**src/rtl/fb_pkg.sv**
```systemverilog
// Shared types and screen constants for the framebuffer pixel sink.
package fb_pkg;
  localparam int SCREEN_W  = 160;
  localparam int SCREEN_H  = 120;
  localparam int FB_ADDR_W = 15;
  localparam int FB_PIXELS = 19200;

  typedef enum logic [1:0] {
    IDLE  = 2'd0,
    DRAIN = 2'd1,
    CLEAR = 2'd2
  } fb_state_t;

  typedef struct packed {
    logic [7:0] x;
    logic [7:0] y;
    logic [2:0] colour;
  } pixel_t;
endpackage

```
**src/rtl/plot_fifo.sv**
```systemverilog
// Synchronous pixel FIFO; occupancy flags come straight from the registered count.
module plot_fifo
  import fb_pkg::*;
#(
  parameter int FIFO_DEPTH = 4
) (
  input  logic                          clk,
  input  logic                          rst,
  input  logic                          push,
  input  logic                          pop,
  input  pixel_t                        wdata,
  output pixel_t                        rdata,
  output logic                          full,
  output logic                          empty,
  output logic [$clog2(FIFO_DEPTH):0]   count
);
  localparam int PTR_W = $clog2(FIFO_DEPTH);

  pixel_t mem_q [FIFO_DEPTH];
  logic [PTR_W-1:0] wr_ptr_q, wr_ptr_d, rd_ptr_q, rd_ptr_d;
  logic [PTR_W:0]   count_q, count_d;
  logic             do_push, do_pop;

  always_comb begin
    do_push  = push && !full;
    do_pop   = pop && !empty;
    wr_ptr_d = do_push ? wr_ptr_q + PTR_W'(1) : wr_ptr_q;
    rd_ptr_d = do_pop  ? rd_ptr_q + PTR_W'(1) : rd_ptr_q;
    count_d  = count_q;
    case ({do_push, do_pop})
      2'b10:   count_d = count_q + (PTR_W+1)'(1);
      2'b01:   count_d = count_q - (PTR_W+1)'(1);
      default: count_d = count_q;
    endcase
  end

  always_ff @(posedge clk) begin
    if (rst) begin
      wr_ptr_q <= '0;
      rd_ptr_q <= '0;
      count_q  <= '0;
    end else begin
      wr_ptr_q <= wr_ptr_d;
      rd_ptr_q <= rd_ptr_d;
      count_q  <= count_d;
    end
  end

  always_ff @(posedge clk) begin
    if (do_push) mem_q[wr_ptr_q] <= wdata;
  end

  assign rdata = mem_q[rd_ptr_q];
  assign full  = (count_q == (PTR_W+1)'(FIFO_DEPTH));
  assign empty = (count_q == '0);
  assign count = count_q;
endmodule

```
**src/rtl/pixel_sink_fb.sv**
```systemverilog
// Pixel stream sink: clips, buffers and retires pixels into the framebuffer,
// and sweeps the whole screen with a fill colour on request.
module pixel_sink_fb #(
  parameter int FIFO_DEPTH = 4,
  parameter int SCREEN_W   = 160,
  parameter int SCREEN_H   = 120
) (
  input  logic        clk,
  input  logic        rst,
  input  logic [7:0]  x,
  input  logic [7:0]  y,
  input  logic [2:0]  vga_colour,
  input  logic        plot,
  output logic        ready,
  input  logic        clear_start,
  input  logic [2:0]  clear_colour,
  output logic        clear_busy,
  output logic        clear_done,
  output logic [14:0] fb_addr,
  output logic [2:0]  fb_wdata,
  output logic        fb_we,
  input  logic        fb_wait,
  output logic [15:0] clipped_count,
  output logic        overflow
);
  import fb_pkg::*;

  localparam int CNT_W = $clog2(FIFO_DEPTH) + 1;
  localparam logic [FB_ADDR_W-1:0] LAST_ADDR = FB_ADDR_W'(FB_PIXELS - 1);

  fb_state_t              state_q, state_d;
  logic                   clear_pend_q, clear_pend_d;
  logic [FB_ADDR_W-1:0]   fb_addr_q, fb_addr_d;
  logic [2:0]             fb_wdata_q, fb_wdata_d;
  logic                   fb_we_q, fb_we_d;
  logic                   clear_done_q, clear_done_d;
  logic                   overflow_q, overflow_d;
  logic [15:0]            clipped_q, clipped_d;

  pixel_t                 push_pix, head_pix;
  logic                   push, pop, full, empty;
  logic [CNT_W-1:0]       fifo_count;
  logic                   on_screen, accept, out_free;

  function automatic logic [15:0] sat_inc(input logic [15:0] v);
    return (v == 16'hFFFF) ? v : v + 16'd1;
  endfunction

  // y*160 + x as shifts; cannot overflow once the pixel has been clipped.
  function automatic logic [FB_ADDR_W-1:0] pix_addr(input logic [7:0] px, input logic [7:0] py);
    logic [FB_ADDR_W-1:0] yw, xw;
    yw = FB_ADDR_W'(py);
    xw = FB_ADDR_W'(px);
    return (yw << 7) + (yw << 5) + xw;
  endfunction

  plot_fifo #(.FIFO_DEPTH(FIFO_DEPTH)) u_fifo (
    .clk   (clk),
    .rst   (rst),
    .push  (push),
    .pop   (pop),
    .wdata (push_pix),
    .rdata (head_pix),
    .full  (full),
    .empty (empty),
    .count (fifo_count)
  );

  assign ready = !full && (state_q != CLEAR);

  always_comb begin
    push_pix.x      = x;
    push_pix.y      = y;
    push_pix.colour = vga_colour;
    on_screen = (int'(x) < SCREEN_W) && (int'(y) < SCREEN_H);
    accept    = plot && ready;
    push      = accept && on_screen;
    out_free  = !fb_we_q || !fb_wait;
    pop       = 1'b0;

    state_d      = state_q;
    clear_pend_d = clear_pend_q;
    fb_addr_d    = fb_addr_q;
    fb_wdata_d   = fb_wdata_q;
    fb_we_d      = (fb_we_q && !fb_wait) ? 1'b0 : fb_we_q;
    clear_done_d = 1'b0;
    overflow_d   = overflow_q || (plot && !ready);
    clipped_d    = (accept && !on_screen) ? sat_inc(clipped_q) : clipped_q;

    unique case (state_q)
      IDLE: begin
        if (clear_start || clear_pend_q) begin
          state_d      = CLEAR;
          clear_pend_d = 1'b0;
          fb_we_d      = 1'b1;
          fb_addr_d    = '0;
          fb_wdata_d   = clear_colour;
        end else if (!empty) begin
          pop     = 1'b1;
          state_d = DRAIN;
        end
      end
      DRAIN: begin
        if (clear_start) clear_pend_d = 1'b1;
        if (!empty && out_free) pop = 1'b1;
        else if (fifo_count == '0 && out_free) state_d = IDLE;
      end
      CLEAR: begin
        fb_we_d = 1'b1;
        if (!fb_wait) begin
          if (fb_addr_q == LAST_ADDR) begin
            fb_we_d      = 1'b0;
            clear_done_d = 1'b1;
            state_d      = IDLE;
          end else begin
            fb_addr_d = fb_addr_q + FB_ADDR_W'(1);
          end
        end
      end
      default: state_d = IDLE;
    endcase

    if (pop) begin
      fb_we_d    = 1'b1;
      fb_addr_d  = pix_addr(head_pix.x, head_pix.y);
      fb_wdata_d = head_pix.colour;
    end
  end

  always_ff @(posedge clk) begin
    if (rst) begin
      state_q      <= IDLE;
      clear_pend_q <= 1'b0;
      fb_addr_q    <= '0;
      fb_wdata_q   <= '0;
      fb_we_q      <= 1'b0;
      clear_done_q <= 1'b0;
      overflow_q   <= 1'b0;
      clipped_q    <= '0;
    end else begin
      state_q      <= state_d;
      clear_pend_q <= clear_pend_d;
      fb_addr_q    <= fb_addr_d;
      fb_wdata_q   <= fb_wdata_d;
      fb_we_q      <= fb_we_d;
      clear_done_q <= clear_done_d;
      overflow_q   <= overflow_d;
      clipped_q    <= clipped_d;
    end
  end

  assign clear_busy    = (state_q == CLEAR);
  assign clear_done    = clear_done_q;
  assign fb_addr       = fb_addr_q;
  assign fb_wdata      = fb_wdata_q;
  assign fb_we         = fb_we_q;
  assign clipped_count = clipped_q;
  assign overflow      = overflow_q;
endmodule

```
**config.mk**
```make
export PLATFORM = sky130hd
export DESIGN_NAME = pixel_sink_fb
export DESIGN_NICKNAME = d
export VERILOG_FILES = /design/src/rtl/fb_pkg.sv /design/src/rtl/plot_fifo.sv /design/src/rtl/pixel_sink_fb.sv
export SDC_FILE = /design/constraint.sdc
export NUM_CORES = 1
export LEC_CHECK = 0
export CORE_AREA = 2 2 133 135
export CTS_BUF_LIST = sky130_fd_sc_hd__clkbuf_16
export CTS_CLUSTER_DIAMETER = 150
export DETAILED_ROUTE_END_ITERATION = 10
export DIE_AREA = 0 0 135 137
export PLACE_DENSITY = 0.62
export SLEW_MARGIN = 20
export SYNTH_ARGS = -nofsm -noshare
export SYNTH_HDL_FRONTEND = slang
export SYNTH_SLANG_ARGS = --single-unit
```
**constraint.sdc**
```tcl
create_clock -name clk -period 7.6 [get_ports clk]
set_input_delay 2.28 -clock clk [delete_from_list [all_inputs] [get_ports clk]]
set_output_delay 2.28 -clock clk [all_outputs]
set_load 0.01 [all_outputs]
```
==> reports/metrics.yaml <==
cts_buffers: 17
fin_crit_sh: 0.597
crit_chain: "inv_2, nand2_4, inv_2, or2_1, inv_1, clkdlybuf4s50_1"
final_nets: 598
wl_mm: 12.6
syn_area_um2: 5720
synth_most_common_cell: "edfxtp_1"
first_pass_iters: 4
vias: 3984
clock-sinks: 125
path_clk_slew_ps: 60
fill_cells: 1593
crit_top_cell: "inv_2"
htree_levels: 4
grt.total_usage: 0.145
tns_ps: 0
via_per_inst: 5.08
synthAdderAreaFrac: 0.0587
ys_top_cells_by_count: "edfxtp_1 (76), nor2_1 (54), dfxtp_1 (49), nand2_1 (33), a21oi_1 (27)"
cts_tree: "done"
hp-class: "flip-flop to flip-flop"
crit_fanout: 16
status: "finished clean"
async_reset_ff_frac: 0
sequentialPowerShare: 0.415
start_util: 0.335
core_area_um2: 17100
p_leak_uw: 0.00244
syn-num-nets: 526
grt_pass1_wl_mm: 20.6
final_hold_viol_count: 0
synthTopCellsByArea: "edfxtp_1 (40%), dfxtp_1 (17%), mux4_2 (7.5%), ha_1 (4.8%), nor2_1 (3.5%)"
detail_route.iter0.violations: 279
cts_post_setup_buffers_inserted: 0
postRouteAntennaNets: 0
ir_worst_vdd_mv: 0.187
synth.distinct_cells: 57
fp.dieH_um: 137
finalCoreUtilization: 0.422
ys_seq_area_frac: 0.571
dp_hpwl_mm: 8.78
max_cap_viol_count: 0
skew_ps: 12.1
synth_xor_area_frac: 0.0352
fmax_ghz: 0.220
netSwitchingFraction: 0.263
switchingPower_uw: 482
insertion_delay_ps: 420
worstMarginPinSlew_ps: 1010
clk_path_buf_depth: 2
syn_inst: 474
ctsHoldBuffers: 0
critPathKind: "flip-flop to primary output"
diodes: 0
critical_path_required_ps: 5320
rsz0062_at_grt: "no"
avgRoutedWirePerCell_um: 16.1
crit_path_end_kind: "primary output"
power_density_nw_per_um2: 254
startpoint_type: "flip-flop"
postCtsResizedCells: 0
synth_edf_count: 76
synth_simple_gate_area_share: 0.131
root_buffer: "clkbuf_16"
dieArea_um2: 18500
synthFlopType: "edfxtp_1"
multi_input_area_um2: 2320
numPortBuffers: 65
regArea_um2: 3260
core.rowCount: 48
p_int_uw: 1350
yosysTopAreaCell: "edfxtp_1"
maxSlewHeadroom: 0.325
grt_start_max_net_pins: 51
cp.arrival_ps: 2260
p_clk_frac: 0.438
grt_pass1_vias: 3989
postLayoutSetupSlackWorst_ps: 3060
slew_viol_final: 0
synth_mux_area_frac: 0.0836
ys_warn_count: 0
place_ws_ps: 2620
synth_compound_area_frac: 0.0968
critical-path-max-stage-delay_ps: 530
routabilityCongestion: 0.760
boundaryPins: 66
antenna_found_initial: 0
p_comb_frac: 0.147
ys_seq_elements: 125
die_w_um: 135
gr-total-overflow: 0
area_delta_synth_final_pct: 26.1
avgSynthCellArea_um2: 12.1
synth_top_family_by_area: "simple AND/OR/NAND/NOR gates"
min_period_ps: 4540
post-route-drc-count: 0
cp_slowest_cell: "clkdlybuf4s50_1"
drive_gt1_frac: 0.116
setup_violations: 0
yosysTopAreaCellShare: 0.399
[cell families after synthesis]
group           after synthesis
compound gates               86
xor+xnor                     23
fa+ha+maj                    25
buf+inv                      35
flops                       125
mux                          24
simple gates                156
[cell type report]
type | instances | area share
timing repair buffer | 69 | 0.0938
sequential | 125 | 0.453
tap | 225 | 0.0391
multi-input combinational | 314 | 0.322
clock inverter | 15 | 0.0229
inverter | 19 | 0.00990
clock buffer | 17 | 0.0590
[critical path: cells and delay by family, from the launching register on]
kind	cells	cell delay [ps]
buffers and inverters	4	880
flip-flops	1	430
AND/OR/NAND/NOR	2	520
[layout by cell type, fill, tap and decap left out, drive strengths merged, types with 2 or more instances in the layout]
cell / instances
a211oi: 9
a21oi: 28
a22oi: 5
a31oi: 4
and2: 5
and3: 4
and4: 2
buf: 5
bufinv: 2
clkbuf: 17
clkdlybuf4s50: 64
clkinv: 5
clkinvlp: 3
dfxtp: 49
edfxtp: 76
fa: 3
ha: 22
inv: 24
mux2i: 5
mux4: 19
nand2: 35
nand2b: 3
nand3: 14
nand4: 6
nor2: 54
nor3: 20
nor4: 4
o21ai: 18
o21bai: 2
o22ai: 2
o31ai: 5
or3: 2
or4: 2
xnor2: 9
xor2: 14
[per-layer routing]
| layer | GRT usage | part of all wire |
|---|---|---|
| met1 | 0.196 | 0.46 |
| met4 | 0.0475 | 0.012 |
| met2 | 0.230 | 0.48 |
| met5 | 0 | 0 |
| met3 | 0.0378 | 0.050 |
[power by group through the flow]
| stage | combinational (uW) | sequential, uW | clock, uW |
|---|---|---|---|
| 6_report | 269 | 761 | 803 |
| 3_3_place_gp | 268 | 774 | 0 |
| 5_1_grt | 305 | 764 | 849 |
| 2_1_floorplan | 176 | 774 | 0 |
| 4_1_cts | 273 | 761 | 818 |
| 3_5_place_dp | 271 | 775 | 0 |
[state kept, by name (all words and copies together), names as in the netlist, 2 cells and up, named ones only]
name             count
clipped_count       16
fb_addr             15
fb_wdata             3
state_q              2
u_fifo.count         3
u_fifo.mem_q        76
u_fifo.rd_ptr_q      2
u_fifo.wr_ptr_q      2
[stage by stage]
| step | instance area, um^2 | hold slack (ps) | std cells | total power [uW] |
|---|---|---|---|---|
| 2_1_floorplan | 5720 | 474 | 474 | 950 |
| 3_3_place_gp | 6620 | 460 | 752 | 1040 |
| 3_5_place_dp | 6620 | 473 | 752 | 1050 |
| 4_1_cts | 7210 | 486 | 784 | 1850 |
| 5_1_grt | 7210 | 499 | 784 | 1920 |
| 6_report | 7210 | 478 | 784 | 1830 |
[path summary, 6_finish.rpt]
check                              endpoint  cells after the start        from  slack, ps
worst max register to register  fb_addr[14]                     11   flip-flop       4020
worst min-delay path               overflow                      2    overflow        480
worst max-delay path                  ready                      6  state_q[0]       3060
worst min register to register     overflow                      2    overflow        480
No activity file was read; power rests on OpenSTA's default activity.
